==> config.mk <==
export PLATFORM = sky130hd
export DESIGN_NAME = riscv_multicycle_ctrl
export DESIGN_NICKNAME = d
export VERILOG_FILES = /design/src/rtl/riscv_ctrl_pkg.sv /design/src/rtl/ula_decoder.sv /design/src/rtl/riscv_multicycle_ctrl.sv
export SDC_FILE = /design/constraint.sdc
export NUM_CORES = 1
export LEC_CHECK = 0
export CAP_MARGIN = 5
export CORE_ASPECT_RATIO = 1.1
export CORE_MARGIN = 4
export CORE_UTILIZATION = 42
export DETAILED_ROUTE_END_ITERATION = 10
export GPL_ROUTABILITY_DRIVEN = 0
export HOLD_SLACK_MARGIN = 0.06
export PLACE_DENSITY = 0.86
export SYNTH_ARGS = -nofsm -noshare
export SYNTH_HDL_FRONTEND = slang
export SYNTH_SLANG_ARGS = --single-unit
==> constraint.sdc <==
create_clock -name clk -period 2.1 [get_ports clk]
set_input_delay 0.315 -clock clk [delete_from_list [all_inputs] [get_ports clk]]
set_output_delay 0.315 -clock clk [all_outputs]
set_load 0.01 [all_outputs]
==> src/rtl/riscv_ctrl_pkg.sv <==
// Shared encodings for the multicycle RISC-V control unit: FSM states,
// ULA operations, opcodes and datapath mux selects.
package riscv_ctrl_pkg;

    typedef enum logic [3:0] {
        S_IDLE,
        S_FETCH,
        S_DECODE,
        S_MEMADR,
        S_MEMREAD,
        S_MEMWB,
        S_MEMWRITE,
        S_EXECR,
        S_EXECI,
        S_ALUWB,
        S_BRANCH,
        S_JAL,
        S_TRAP
    } state_t;

    localparam logic [3:0] ULA_ADD = 4'b0000;
    localparam logic [3:0] ULA_SUB = 4'b0001;
    localparam logic [3:0] ULA_AND = 4'b0010;
    localparam logic [3:0] ULA_OR  = 4'b0011;
    localparam logic [3:0] ULA_SLT = 4'b0101;
    localparam logic [3:0] ULA_XOR = 4'b0111;
    localparam logic [3:0] ULA_SRL = 4'b1000;

    localparam logic [6:0] OP_LOAD   = 7'b0000011;
    localparam logic [6:0] OP_STORE  = 7'b0100011;
    localparam logic [6:0] OP_R      = 7'b0110011;
    localparam logic [6:0] OP_I      = 7'b0010011;
    localparam logic [6:0] OP_BRANCH = 7'b1100011;
    localparam logic [6:0] OP_JAL    = 7'b1101111;

    localparam logic [1:0] IMM_I = 2'b00;
    localparam logic [1:0] IMM_S = 2'b01;
    localparam logic [1:0] IMM_B = 2'b10;
    localparam logic [1:0] IMM_J = 2'b11;

    localparam logic [1:0] RES_ALUOUT = 2'b00;
    localparam logic [1:0] RES_DATA   = 2'b01;
    localparam logic [1:0] RES_ULA    = 2'b10;

    localparam logic [1:0] SRCA_PC    = 2'b00;
    localparam logic [1:0] SRCA_OLDPC = 2'b01;
    localparam logic [1:0] SRCA_RS1   = 2'b10;

    localparam logic [1:0] SRCB_RS2  = 2'b00;
    localparam logic [1:0] SRCB_IMM  = 2'b01;
    localparam logic [1:0] SRCB_FOUR = 2'b10;

    function automatic logic [1:0] imm_for_op(input logic [6:0] op);
        case (op)
            OP_STORE:  return IMM_S;
            OP_BRANCH: return IMM_B;
            OP_JAL:    return IMM_J;
            default:   return IMM_I;
        endcase
    endfunction

endpackage

==> src/rtl/ula_decoder.sv <==
// Combinational op/funct3/funct7 to ULA operation decoder with a legality flag
// for R-type, I-type ALU and branch instructions.
module ula_decoder
    import riscv_ctrl_pkg::*;
(
    input  logic [6:0] op,
    input  logic [2:0] funct3,
    input  logic [6:0] funct7,
    output logic [3:0] ula_control,
    output logic       legal
);

    always_comb begin
        ula_control = ULA_ADD;
        legal       = 1'b0;
        case (op)
            OP_R: begin
                case (funct3)
                    3'b000: begin
                        if (funct7 == 7'b0000000) begin
                            ula_control = ULA_ADD;
                            legal       = 1'b1;
                        end else if (funct7 == 7'b0100000) begin
                            ula_control = ULA_SUB;
                            legal       = 1'b1;
                        end
                    end
                    3'b111: begin ula_control = ULA_AND; legal = 1'b1; end
                    3'b110: begin ula_control = ULA_OR;  legal = 1'b1; end
                    3'b010: begin ula_control = ULA_SLT; legal = 1'b1; end
                    3'b101: begin
                        if (funct7 == 7'b0000000) begin
                            ula_control = ULA_SRL;
                            legal       = 1'b1;
                        end
                    end
                    default: ;
                endcase
            end
            OP_I: begin
                case (funct3)
                    3'b000: begin ula_control = ULA_ADD; legal = 1'b1; end
                    3'b110: begin ula_control = ULA_OR;  legal = 1'b1; end
                    3'b100: begin ula_control = ULA_XOR; legal = 1'b1; end
                    3'b111: begin ula_control = ULA_AND; legal = 1'b1; end
                    default: ;
                endcase
            end
            OP_BRANCH: begin
                // Comparison is always a subtract; only beq/bne are supported.
                ula_control = ULA_SUB;
                legal       = (funct3 == 3'b000) || (funct3 == 3'b001);
            end
            default: ;
        endcase
    end

endmodule

==> src/rtl/riscv_multicycle_ctrl.sv <==
// Multicycle RISC-V control unit: Moore FSM sequencing fetch, decode, execute,
// memory and writeback with memory wait handshake and illegal-instruction trap.
module riscv_multicycle_ctrl
    import riscv_ctrl_pkg::*;
#(
    parameter int ULACTRL_W   = 4,
    parameter int MEM_WAIT    = 1,
    parameter int TRAP_STICKY = 1
) (
    input  logic                 clk,
    input  logic                 rst_n,
    input  logic [6:0]           op,
    input  logic [2:0]           funct3,
    input  logic [6:0]           funct7,
    input  logic                 zero,
    input  logic                 mem_ready,
    output logic                 pc_write,
    output logic                 adr_src,
    output logic                 mem_write,
    output logic                 ir_write,
    output logic                 reg_write,
    output logic [1:0]           result_src,
    output logic [1:0]           ula_src_a,
    output logic [1:0]           ula_src_b,
    output logic [1:0]           imm_src,
    output logic [ULACTRL_W-1:0] ula_control,
    output logic                 illegal,
    output logic                 instr_done
);

    state_t     state_reg;
    state_t     state_next;
    logic       ready;
    logic [3:0] dec_ula;
    logic       dec_legal;
    logic [3:0] ula_op;

    assign ready = (MEM_WAIT != 0) ? mem_ready : 1'b1;

    ula_decoder u_ula_decoder (
        .op          (op),
        .funct3      (funct3),
        .funct7      (funct7),
        .ula_control (dec_ula),
        .legal       (dec_legal)
    );

    always_ff @(posedge clk) begin
        if (!rst_n) begin
            state_reg <= S_IDLE;
        end else begin
            state_reg <= state_next;
        end
    end

    always_comb begin
        state_next = state_reg;
        pc_write   = 1'b0;
        adr_src    = 1'b0;
        mem_write  = 1'b0;
        ir_write   = 1'b0;
        reg_write  = 1'b0;
        result_src = RES_ALUOUT;
        ula_src_a  = SRCA_PC;
        ula_src_b  = SRCB_RS2;
        imm_src    = IMM_I;
        ula_op     = ULA_ADD;
        illegal    = 1'b0;
        instr_done = 1'b0;
        case (state_reg)
            S_IDLE: state_next = S_FETCH;
            S_FETCH: begin
                // PC+4 is computed and latched in the same cycle the IR loads.
                ula_src_b  = SRCB_FOUR;
                result_src = RES_ULA;
                ir_write   = ready;
                pc_write   = ready;
                if (ready) state_next = S_DECODE;
            end
            S_DECODE: begin
                ula_src_a = SRCA_OLDPC;
                ula_src_b = SRCB_IMM;
                imm_src   = imm_for_op(op);
                case (op)
                    OP_LOAD, OP_STORE: state_next = S_MEMADR;
                    OP_R:              state_next = S_EXECR;
                    OP_I:              state_next = S_EXECI;
                    OP_BRANCH:         state_next = S_BRANCH;
                    OP_JAL:            state_next = S_JAL;
                    default:           state_next = S_TRAP;
                endcase
            end
            S_MEMADR: begin
                ula_src_a  = SRCA_RS1;
                ula_src_b  = SRCB_IMM;
                state_next = (op == OP_LOAD) ? S_MEMREAD : S_MEMWRITE;
            end
            S_MEMREAD: begin
                adr_src = 1'b1;
                if (ready) state_next = S_MEMWB;
            end
            S_MEMWB: begin
                result_src = RES_DATA;
                reg_write  = 1'b1;
                instr_done = 1'b1;
                state_next = S_FETCH;
            end
            S_MEMWRITE: begin
                adr_src    = 1'b1;
                mem_write  = 1'b1;
                instr_done = ready;
                if (ready) state_next = S_FETCH;
            end
            S_EXECR: begin
                ula_src_a  = SRCA_RS1;
                ula_src_b  = SRCB_RS2;
                ula_op     = dec_ula;
                state_next = dec_legal ? S_ALUWB : S_TRAP;
            end
            S_EXECI: begin
                ula_src_a  = SRCA_RS1;
                ula_src_b  = SRCB_IMM;
                ula_op     = dec_ula;
                state_next = dec_legal ? S_ALUWB : S_TRAP;
            end
            S_ALUWB: begin
                reg_write  = 1'b1;
                instr_done = 1'b1;
                state_next = S_FETCH;
            end
            S_BRANCH: begin
                ula_src_a = SRCA_RS1;
                ula_src_b = SRCB_RS2;
                ula_op    = dec_ula;
                if (dec_legal) begin
                    pc_write   = ((funct3 == 3'b000) && zero) ||
                                 ((funct3 == 3'b001) && !zero);
                    instr_done = 1'b1;
                    state_next = S_FETCH;
                end else begin
                    state_next = S_TRAP;
                end
            end
            S_JAL: begin
                // Target from DECODE sits in ALUOut; this cycle forms the link value.
                ula_src_a  = SRCA_OLDPC;
                ula_src_b  = SRCB_FOUR;
                pc_write   = 1'b1;
                state_next = S_ALUWB;
            end
            S_TRAP: begin
                illegal    = 1'b1;
                state_next = (TRAP_STICKY != 0) ? S_TRAP : S_FETCH;
            end
            default: state_next = S_IDLE;
        endcase
    end

    assign ula_control = ULACTRL_W'(ula_op);

endmodule

==> results of run 1 <==
==> synthesized netlist by cell type (2+ instances only) <==
cell type  number
dfxtp_1         4
inv_1           5
nand2b_1        4
nor4_1          2
nor2_1         21
nand2_1        21
a31oi_1         3
and2_1          4
nand3_1         3
nand3b_1        2
buf_2           5
o21ai_0        11
xnor2_1         2
a21oi_1         7
nor2b_1         4
and3_1          6
o31ai_1         3
o21a_1          3
nor3_1          3
clkbuf_1        6
==> path summary, 6_finish.rpt <==
check / depth (start not counted) / endpoint
setup reg to reg: 8 / state_reg[0]
hold reg to reg: 4 / state_reg[1]
setup / recovery: 8 / pc_write
hold / removal: 2 / state_reg[1]
==> worst max-delay path, cell delays in order <==
cell	delay, ns
clkdlybuf4s50_1	0.43
or2b_1	0.26
nand2_1	0.09
a21oi_2	0.07
o21ai_2	0.18
nand4_2	0.16
o41ai_2	0.24
buf_2	0.18
==> repair_timing <==
action,4_1_cts,5_1_grt
cloned,0,1
pin swaps,15,11
setup endpoints to repair,12,12
setup buffers,6,3
resized for setup,55,36
==> metal layers <==
metal  GRT usage  up-vias  part of all wire
li1            -      653                 -
met5           0        -                 0
met1       0.247      637              0.36
met3      0.0477       20              0.10
met2       0.452      112              0.52
met4      0.0876        0             0.026
==> stage by stage <==
stage,utilization,instance area [um2]
final,0.824,1670
after global routing,0.824,1670
after CTS,0.769,1550
after detailed placement,0.732,1480
after global placement,0.732,1480
after floorplan,-,902
==> power by group through the flow <==
stage               clock network, uW  registers [uW]  logic, uW
CTS                              98.5             153       1070
global route                      109             174       1290
detailed placement                  0             150       1060
global placement                    0             146       1040
floorplan                           0             125        638
finish                           93.1             167       1210
==> area by class of cell <==
| type | instances | area, um2 |
|---|---|---|
| Tap cell | 28 | 35.0 |
| Inverter | 5 | 18.8 |
| Timing Repair Buffer | 76 | 644 |
| Multi-Input combinational cell | 123 | 860 |
| Sequential cell | 4 | 85.1 |
| Fill cell | 132 | 355 |
| Clock buffer | 3 | 22.5 |
==> cells by family (layout without fill, tap and decap cells) <==
group           count (synthesis)  in the layout
xor+xnor                        3              3
simple gates                   78             78
compound gates                 42             42
buf+inv                        17             84
flops                           4              4
==> flow_metrics.py, run 1 <==
metrics = {
    "outcome": {
        "status": "finished, violations left",
        "failed_checks": "negative setup slack",
    },
    "floorplanning": {
        "die_height_um": 56.6,
        "core_area_mm2": 0.00202,
        "rows": 17,
        "ios": 40,
        "initial_utilization": 0.446,
        "dieArea_mm2": 0.00295,
        "die_w_um": 52.2,
    },
    "drt": {
        "wl_per_cell_um": 16.1,
        "ant_nets": 0,
        "drcViolationCount": 0,
        "wirelength_um": 3840,
        "via_per_inst": 5.95,
        "drtIter0Drc": 87,
        "firstDrtPassIters": 7,
        "dr_total_vias": 1422,
    },
    "setup_path": {
        "critPathRequiredTime_ns": 1.78,
        "path_class": "input pin to primary output",
        "r2r-start": "state_reg[1]",
        "crit_path_start": "funct7[5]",
        "crit_path_end_kind": "primary output",
        "cp.arrival_ns": 1.93,
        "worstSetupStartpointType": "input pin",
        "path_max_fanout": 2,
        "ff2ff_setup_slack_ns": 0.49,
    },
    "pwr": {
        "switching_share": 0.493,
        "leakage_uw": 0.000772,
        "p_clk_frac": 0.063,
        "p_sw_uw": 724,
        "seqPwrFrac": 0.113,
        "power_uw": 1470,
        "max-vdd-ir-drop_mv": 0.654,
        "power.density_mw_per_mm2": 882,
        "pwr-share-comb": 0.823,
        "internal_power_uw": 745,
    },
    "placement": {
        "place_ws_ns": -0.885,
        "hpwl_um": 2570,
        "io_buffers": 39,
        "dp_cells": 227,
    },
    "synth": {
        "ys_ff_latch": 4,
        "yosysWarnings": 0,
        "synth-compound-area-share": 0.318,
        "synth_fp_nets": 165,
        "synthAdderAreaFrac": 0,
        "synthSimpleGateAreaFrac": 0.479,
        "synth_top_family_by_area": "simple AND/OR/NAND/NOR gates",
        "muxShareOfSynthArea": 0,
        "syn_area_per_cell_um2": 6.26,
        "ys.flop_type": "dfxtp_1",
        "ys_types": 45,
        "ys_async_sr_fraction": 0,
        "yosysSeqAreaShare": 0.0888,
        "synthCells": 144,
        "netlist.area_leader.share": 0.0888,
        "netlist_area_um2": 902,
        "synth-edff-count": 0,
        "synth_xor_xnor_area_share": 0.0291,
        "synth_area_leaders": "dfxtp_1, nand2_1, nor2_1",
        "synth_top_area_cell": "dfxtp_1",
    },
    "global_route": {
        "grtUsageTotal": 0.238,
        "grt_pass1_wl_um": 5550,
        "grt_max_degree": 19,
        "globalRouteOverflowTotal": 0,
        "grt_antenna_before_repair": 0,
        "grt_pass1_vias": 1354,
    },
    "cells_and_area": {
        "fin_cells": 239,
        "antenna_cells": 0,
        "final_common_cell": "buf_4",
        "drive_gt1_frac": 0.374,
        "area_growth_pct": 84.6,
        "largest_register_ffs": 4,
        "nNetsFinal": 234,
        "mostFrequentLayoutCells": "buf_4, nand2_1, nor2_1",
    },
    "sta": {
        "worst_pin_slew_ns": 0.328,
        "holdWs_ns": 0.737,
        "fmax_mhz": 445,
        "finalHoldViolations": 0,
        "finClkSkew_ns": 0.00152,
        "final_max_slew_viol_count": 0,
        "fin_crit_ns": 2.25,
        "rsz0062_at_grt": "yes",
        "worst_slack_ns": -0.146,
        "final-setup-viol-count": 3,
        "setup_tns_ns": -0.216,
        "fin_crit_sh": 1.07,
        "slew_headroom": 0.779,
    },
    "worst_hold_path": {
        "hold_path_class": "input pin to register",
        "min_from": "rst_n",
    },
    "clock_network": {
        "cts_buffers": 3,
        "clk_latency_ns": 0.23,
        "path_clk_slew_ns": 0.04,
        "cts_root_buf": "clkbuf_4",
        "cts_buffer_depth": 2,
        "postCtsHoldBufs": 0,
        "clock_sinks": 4,
        "h-tree-depth": 1,
        "cts_tree": "done",
    },
    "run": {
        "drv_cap": 0,
    },
}
No activity file was read; power rests on OpenSTA's default activity.
==> run 2, diff against run 1 <==
--- a/config.mk
+++ b/config.mk
@@ -8,11 +8,13 @@
 export CAP_MARGIN = 5
 export CORE_ASPECT_RATIO = 1.1
 export CORE_MARGIN = 4
-export CORE_UTILIZATION = 42
+export CORE_UTILIZATION = 40
+export CTS_CLUSTER_SIZE = 16
 export DETAILED_ROUTE_END_ITERATION = 10
 export GPL_ROUTABILITY_DRIVEN = 0
 export HOLD_SLACK_MARGIN = 0.06
-export PLACE_DENSITY = 0.86
+export PLACE_DENSITY = 0.83
+export RECOVER_POWER = 25
 export SYNTH_ARGS = -nofsm -noshare
 export SYNTH_HDL_FRONTEND = slang
 export SYNTH_SLANG_ARGS = --single-unit
==> run 2 against run 1 <==
The run still ends with negative setup slack left. Setup slack improved by 0.022 ns. Non-clock buffer count increased by 6. Largest power group unchanged. Clock-buffer cell count unchanged. Clock power increased by 8%. Maximum frequency increased by 1.0%. Sequential cell count unchanged. Sequential power decreased by 8%. Die area increased by 4.3%. Core utilization decreased by 2.1 points. Design area increased by 0.53%. Global-route usage increased by 1.4 points. Wire length increased by 3.6%.
==> flow_metrics.py, run 2 (synthesized netlist as in run 1, its figures left out) <==
metrics = {
    "pwr": {
        "leakage_uw": 0.000790,
        "max-vdd-ir-drop_mv": 0.511,
        "power.density_mw_per_mm2": 835,
        "power_uw": 1400,
    },
    "setup_path": {
        "crit_end": "ula_control[0]",
        "crit_path_end_kind": "primary output",
        "crit_top_cell": "buf_6",
        "slowest_delay_ns": 0.53,
        "critPathRequiredTime_ns": 1.78,
        "ff2ff_setup_slack_ns": 0.48,
        "crit_path_start": "funct7[4]",
        "ff2ff_path_depth": 7,
        "timing.rr.end": "state_reg[0]",
        "cp_cell_sequence": "buf_6, or4_4, nor3_4, buf_6, a31oi_4, o21ai_2, nand2_1, a211oi_2, buf_2",
        "path_max_fanout": 2,
        "cp.arrival_ns": 1.91,
        "critPathSlowestCell": "or4_4",
        "r2r-start": "state_reg[3]",
        "worstSetupStartpointType": "input pin",
        "path_class": "input pin to primary output",
    },
    "floorplanning": {
        "core_area_mm2": 0.00208,
        "die_w_um": 53.3,
        "initial_utilization": 0.433,
        "rows": 17,
        "die_height_um": 57.8,
        "ios": 40,
        "dieArea_mm2": 0.00308,
    },
    "clock_network": {
        "cts_tree": "done",
        "postCtsHoldBufs": 0,
        "cts_buffer_depth": 2,
        "cts_buffers": 3,
        "cts_root_buf": "clkbuf_4",
        "clk_latency_ns": 0.25,
        "path_clk_slew_ns": 0.04,
        "clock_sinks": 4,
        "h-tree-depth": 1,
    },
    "global_route": {
        "globalRouteOverflowTotal": 0,
        "grt_antenna_before_repair": 0,
        "grtUsageTotal": 0.252,
        "grt_max_degree": 18,
        "grt_pass1_wl_um": 5960,
        "grt_pass1_vias": 1365,
    },
    "drt": {
        "drtIter0Drc": 74,
        "wirelength_um": 3980,
        "drcViolationCount": 0,
        "wl_per_cell_um": 16.3,
        "ant_nets": 0,
        "dr_total_vias": 1432,
        "firstDrtPassIters": 4,
        "via_per_inst": 5.84,
    },
    "sta": {
        "final_max_slew_viol_count": 0,
        "finClkSkew_ns": 0.0103,
        "fmax_mhz": 450,
        "rsz0062_at_grt": "yes",
        "worst_pin_slew_ns": 0.301,
        "finalHoldViolations": 0,
        "fin_crit_sh": 1.06,
        "final-setup-viol-count": 3,
        "fin_crit_ns": 2.22,
        "holdWs_ns": 0.658,
        "setup_tns_ns": -0.277,
        "worst_slack_ns": -0.123,
        "slew_headroom": 0.797,
    },
    "cells_and_area": {
        "largest_register_ffs": 4,
        "mostFrequentLayoutCells": "buf_4, nand2_1, nor2_1",
        "fin_cells": 245,
        "nNetsFinal": 240,
        "final_common_cell": "buf_4",
        "drive_gt1_frac": 0.382,
        "area_growth_pct": 85.6,
        "antenna_cells": 0,
    },
    "placement": {
        "hpwl_um": 2460,
        "place_ws_ns": -0.874,
        "dp_cells": 228,
        "io_buffers": 39,
    },
    "worst_hold_path": {
        "hold_path_class": "register to register",
        "min_from": "state_reg[2]",
    },
    "run": {
        "drv_cap": 0,
    },
    "outcome": {
        "status": "finished, violations left",
        "failed_checks": "negative setup slack",
    },
}
==> run 2: worst min-delay path by stage <==
stage / to / slack, ns / cells past startpoint
after global placement: state_reg[2] / 0.66 / 2
after detailed placement: state_reg[2] / 0.67 / 2
after global routing: state_reg[2] / 0.69 / 2
final: state_reg[2] / 0.66 / 2
after floorplan: state_reg[0] / 0.43 / 2
after CTS: state_reg[2] / 0.68 / 2
==> run 2: worst max-delay path: cells and delay by family <==
family | cells | cell delay, ns
and+or+nand+nor | 3 | 0.79
AOI/OAI and AO/OA | 3 | 0.42
buffers and inverters | 3 | 0.39
==> run 2: cell type report <==
cell class | instances | area (um2)
Multi-Input combinational cell | 123 | 832
Timing Repair Buffer | 82 | 684
Fill cell | 148 | 410
Sequential cell | 4 | 81.3
Tap cell | 28 | 35.0
Clock buffer | 3 | 22.5
Inverter | 5 | 18.8
==> run 2: metrics by stage <==
stage	instance area, um2	utilization
after CTS	1630	0.784
after global placement	1490	0.713
after floorplan	902	-
after detailed placement	1490	0.713
final	1670	0.803
after global routing	1670	0.803
==> run 2: what timing repair did <==
action / CTS / global route
gates resized for setup: 65 / 29
buffers inserted: 9 / 8
pin swaps: 15 / 16
setup endpoints to repair: 10 / 15
==> run 2: where the power goes <==
part	leakage [uW]	internal, uW	switching [uW]
logic	0.000743	537	607
clock network	0.0000138	64.3	36.8
registers	0.0000331	115	38.6
total	0.000790	716	682
==> run 2: layer usage <==
metal  track usage  vias to the layer above  routed length (um)
li1              -                      664                   -
met1         0.265                      662                1450
met2         0.482                       88                2120
met3        0.0283                       18                 273
met4         0.113                        0                 136
met5             0                        -                   0
==> run 3, diff against run 2 <==
--- a/config.mk
+++ b/config.mk
@@ -9,11 +9,12 @@
 export CORE_ASPECT_RATIO = 1.1
 export CORE_MARGIN = 4
 export CORE_UTILIZATION = 40
+export CTS_CLUSTER_DIAMETER = 40
 export CTS_CLUSTER_SIZE = 16
 export DETAILED_ROUTE_END_ITERATION = 10
 export GPL_ROUTABILITY_DRIVEN = 0
 export HOLD_SLACK_MARGIN = 0.06
-export PLACE_DENSITY = 0.83
+export PLACE_DENSITY = 0.75
 export RECOVER_POWER = 25
 export SYNTH_ARGS = -nofsm -noshare
 export SYNTH_HDL_FRONTEND = slang
==> run 3 against run 2 <==
The flow still finishes with violations (negative setup slack). Via count grew 0.84%. Sequential power is essentially flat. Sequential cell count is the same. Sequential share of layout area shrank 0.19 points. Maximum frequency grew 0.46%. Register-to-register slack is essentially flat. Wire length shrank 0.50%.
==> flow_metrics.py, run 3 (synthesized netlist as in run 1, its figures left out) <==
metrics = {
    "global_route": {
        "grtUsageTotal": 0.238,
        "grt_max_degree": 18,
        "grt_pass1_vias": 1345,
        "grt_pass1_wl_um": 5770,
        "globalRouteOverflowTotal": 0,
        "grt_antenna_before_repair": 0,
    },
    "setup_path": {
        "path_max_fanout": 2,
        "critPathRequiredTime_ns": 1.78,
        "ff2ff_setup_slack_ns": 0.49,
        "path_class": "input pin to primary output",
        "cp.arrival_ns": 1.90,
        "worstSetupStartpointType": "input pin",
        "crit_path_end_kind": "primary output",
    },
    "cells_and_area": {
        "final_common_cell": "buf_4",
        "antenna_cells": 0,
        "nNetsFinal": 246,
        "fin_cells": 251,
        "area_growth_pct": 93.1,
        "fin_util": 0.836,
        "mostFrequentLayoutCells": "buf_4, nand2_1, nor2_1",
        "largest_register_ffs": 4,
        "drive_gt1_frac": 0.413,
    },
    "outcome": {
        "status": "finished, violations left",
        "failed_checks": "negative setup slack",
    },
    "drt": {
        "drtIter0Drc": 67,
        "via_per_inst": 5.75,
        "firstDrtPassIters": 4,
        "wirelength_um": 3960,
        "dr_total_vias": 1444,
        "drcViolationCount": 0,
        "ant_nets": 0,
        "wl_per_cell_um": 15.8,
    },
    "sta": {
        "finClkSkew_ns": 0.00602,
        "holdWs_ns": 0.670,
        "rsz0062_at_grt": "yes",
        "final_max_slew_viol_count": 0,
        "finalHoldViolations": 0,
        "worst_pin_slew_ns": 0.328,
        "slew_headroom": 0.781,
        "fmax_mhz": 452,
        "final-setup-viol-count": 4,
        "setup_tns_ns": -0.273,
        "worst_slack_ns": -0.113,
        "fin_crit_ns": 2.21,
        "fin_crit_sh": 1.05,
    },
    "clock_network": {
        "clock_sinks": 4,
        "clk_latency_ns": 0.24,
        "cts_buffers": 3,
        "cts_buffer_depth": 2,
        "cts_root_buf": "clkbuf_4",
        "path_clk_slew_ns": 0.04,
        "h-tree-depth": 1,
        "cts_tree": "done",
    },
    "floorplanning": {
        "initial_utilization": 0.433,
        "die_height_um": 57.8,
        "ios": 40,
        "rows": 17,
        "die_w_um": 53.3,
        "core_area_mm2": 0.00208,
        "dieArea_mm2": 0.00308,
    },
    "placement": {
        "hpwl_um": 2560,
        "io_buffers": 39,
        "dp_cells": 230,
        "place_ws_ns": -0.909,
    },
    "run": {
        "drv_cap": 0,
    },
    "worst_hold_path": {
        "hold_path_class": "register to register",
    },
    "pwr": {
        "leakage_uw": 0.000834,
        "max-vdd-ir-drop_mv": 0.543,
        "power.density_mw_per_mm2": 835,
    },
}
-- run 3: timing repair --
action / 4_1_cts / 5_1_grt
hold buffers: 0 / 0
gates cloned: 0 / 1
setup endpoints to repair: 10 / 14
setup buffers: 7 / 10
gates resized for setup: 58 / 35
pin swaps: 14 / 13
-- run 3: worst max-delay path: stages --
cell	delay, ns
buf_6	0.09
or4_4	0.53
nor3_4	0.15
buf_4	0.14
a31oi_1	0.07
o21ai_1	0.16
nand2_1	0.10
a211oi_2	0.19
buf_2	0.16
-- run 3: power breakdown --
part	internal, uW	switching (uW)
Sequential	115	38.5
Clock	64.2	35.7
Combinational	584	617
-- run 3: final timing paths --
kind / cells past startpoint / start / end
setup / recovery: 9 / funct7[6] / ula_control[0]
hold / removal: 2 / state_reg[2] / state_reg[2]
setup reg to reg: 8 / state_reg[1] / state_reg[1]
hold reg to reg: 2 / state_reg[2] / state_reg[2]
-- run 3: metrics by stage --
stage	instance area, um2	power, uW
after floorplan	902	763
after global placement	1510	1230
after detailed placement	1510	1250
after CTS	1630	1360
after global routing	1740	1570
final	1740	1450
-- run 3: final cells by class --
cell class / count / area, um2
clock buffer: 3 / 22.5
fill: 139 / 343
inverter: 5 / 18.8
multi-input combinational: 123 / 853
sequential: 4 / 81.3
tap: 28 / 35.0
timing repair buffer: 88 / 731
-- run 3: layer usage --
metal  track usage  vias up  share of wire
met4        0.0693        0          0.037
met1         0.286      659           0.38
met3        0.0411       18          0.073
li1              -      677              -
met5             0        -              0
met2         0.420       90           0.51
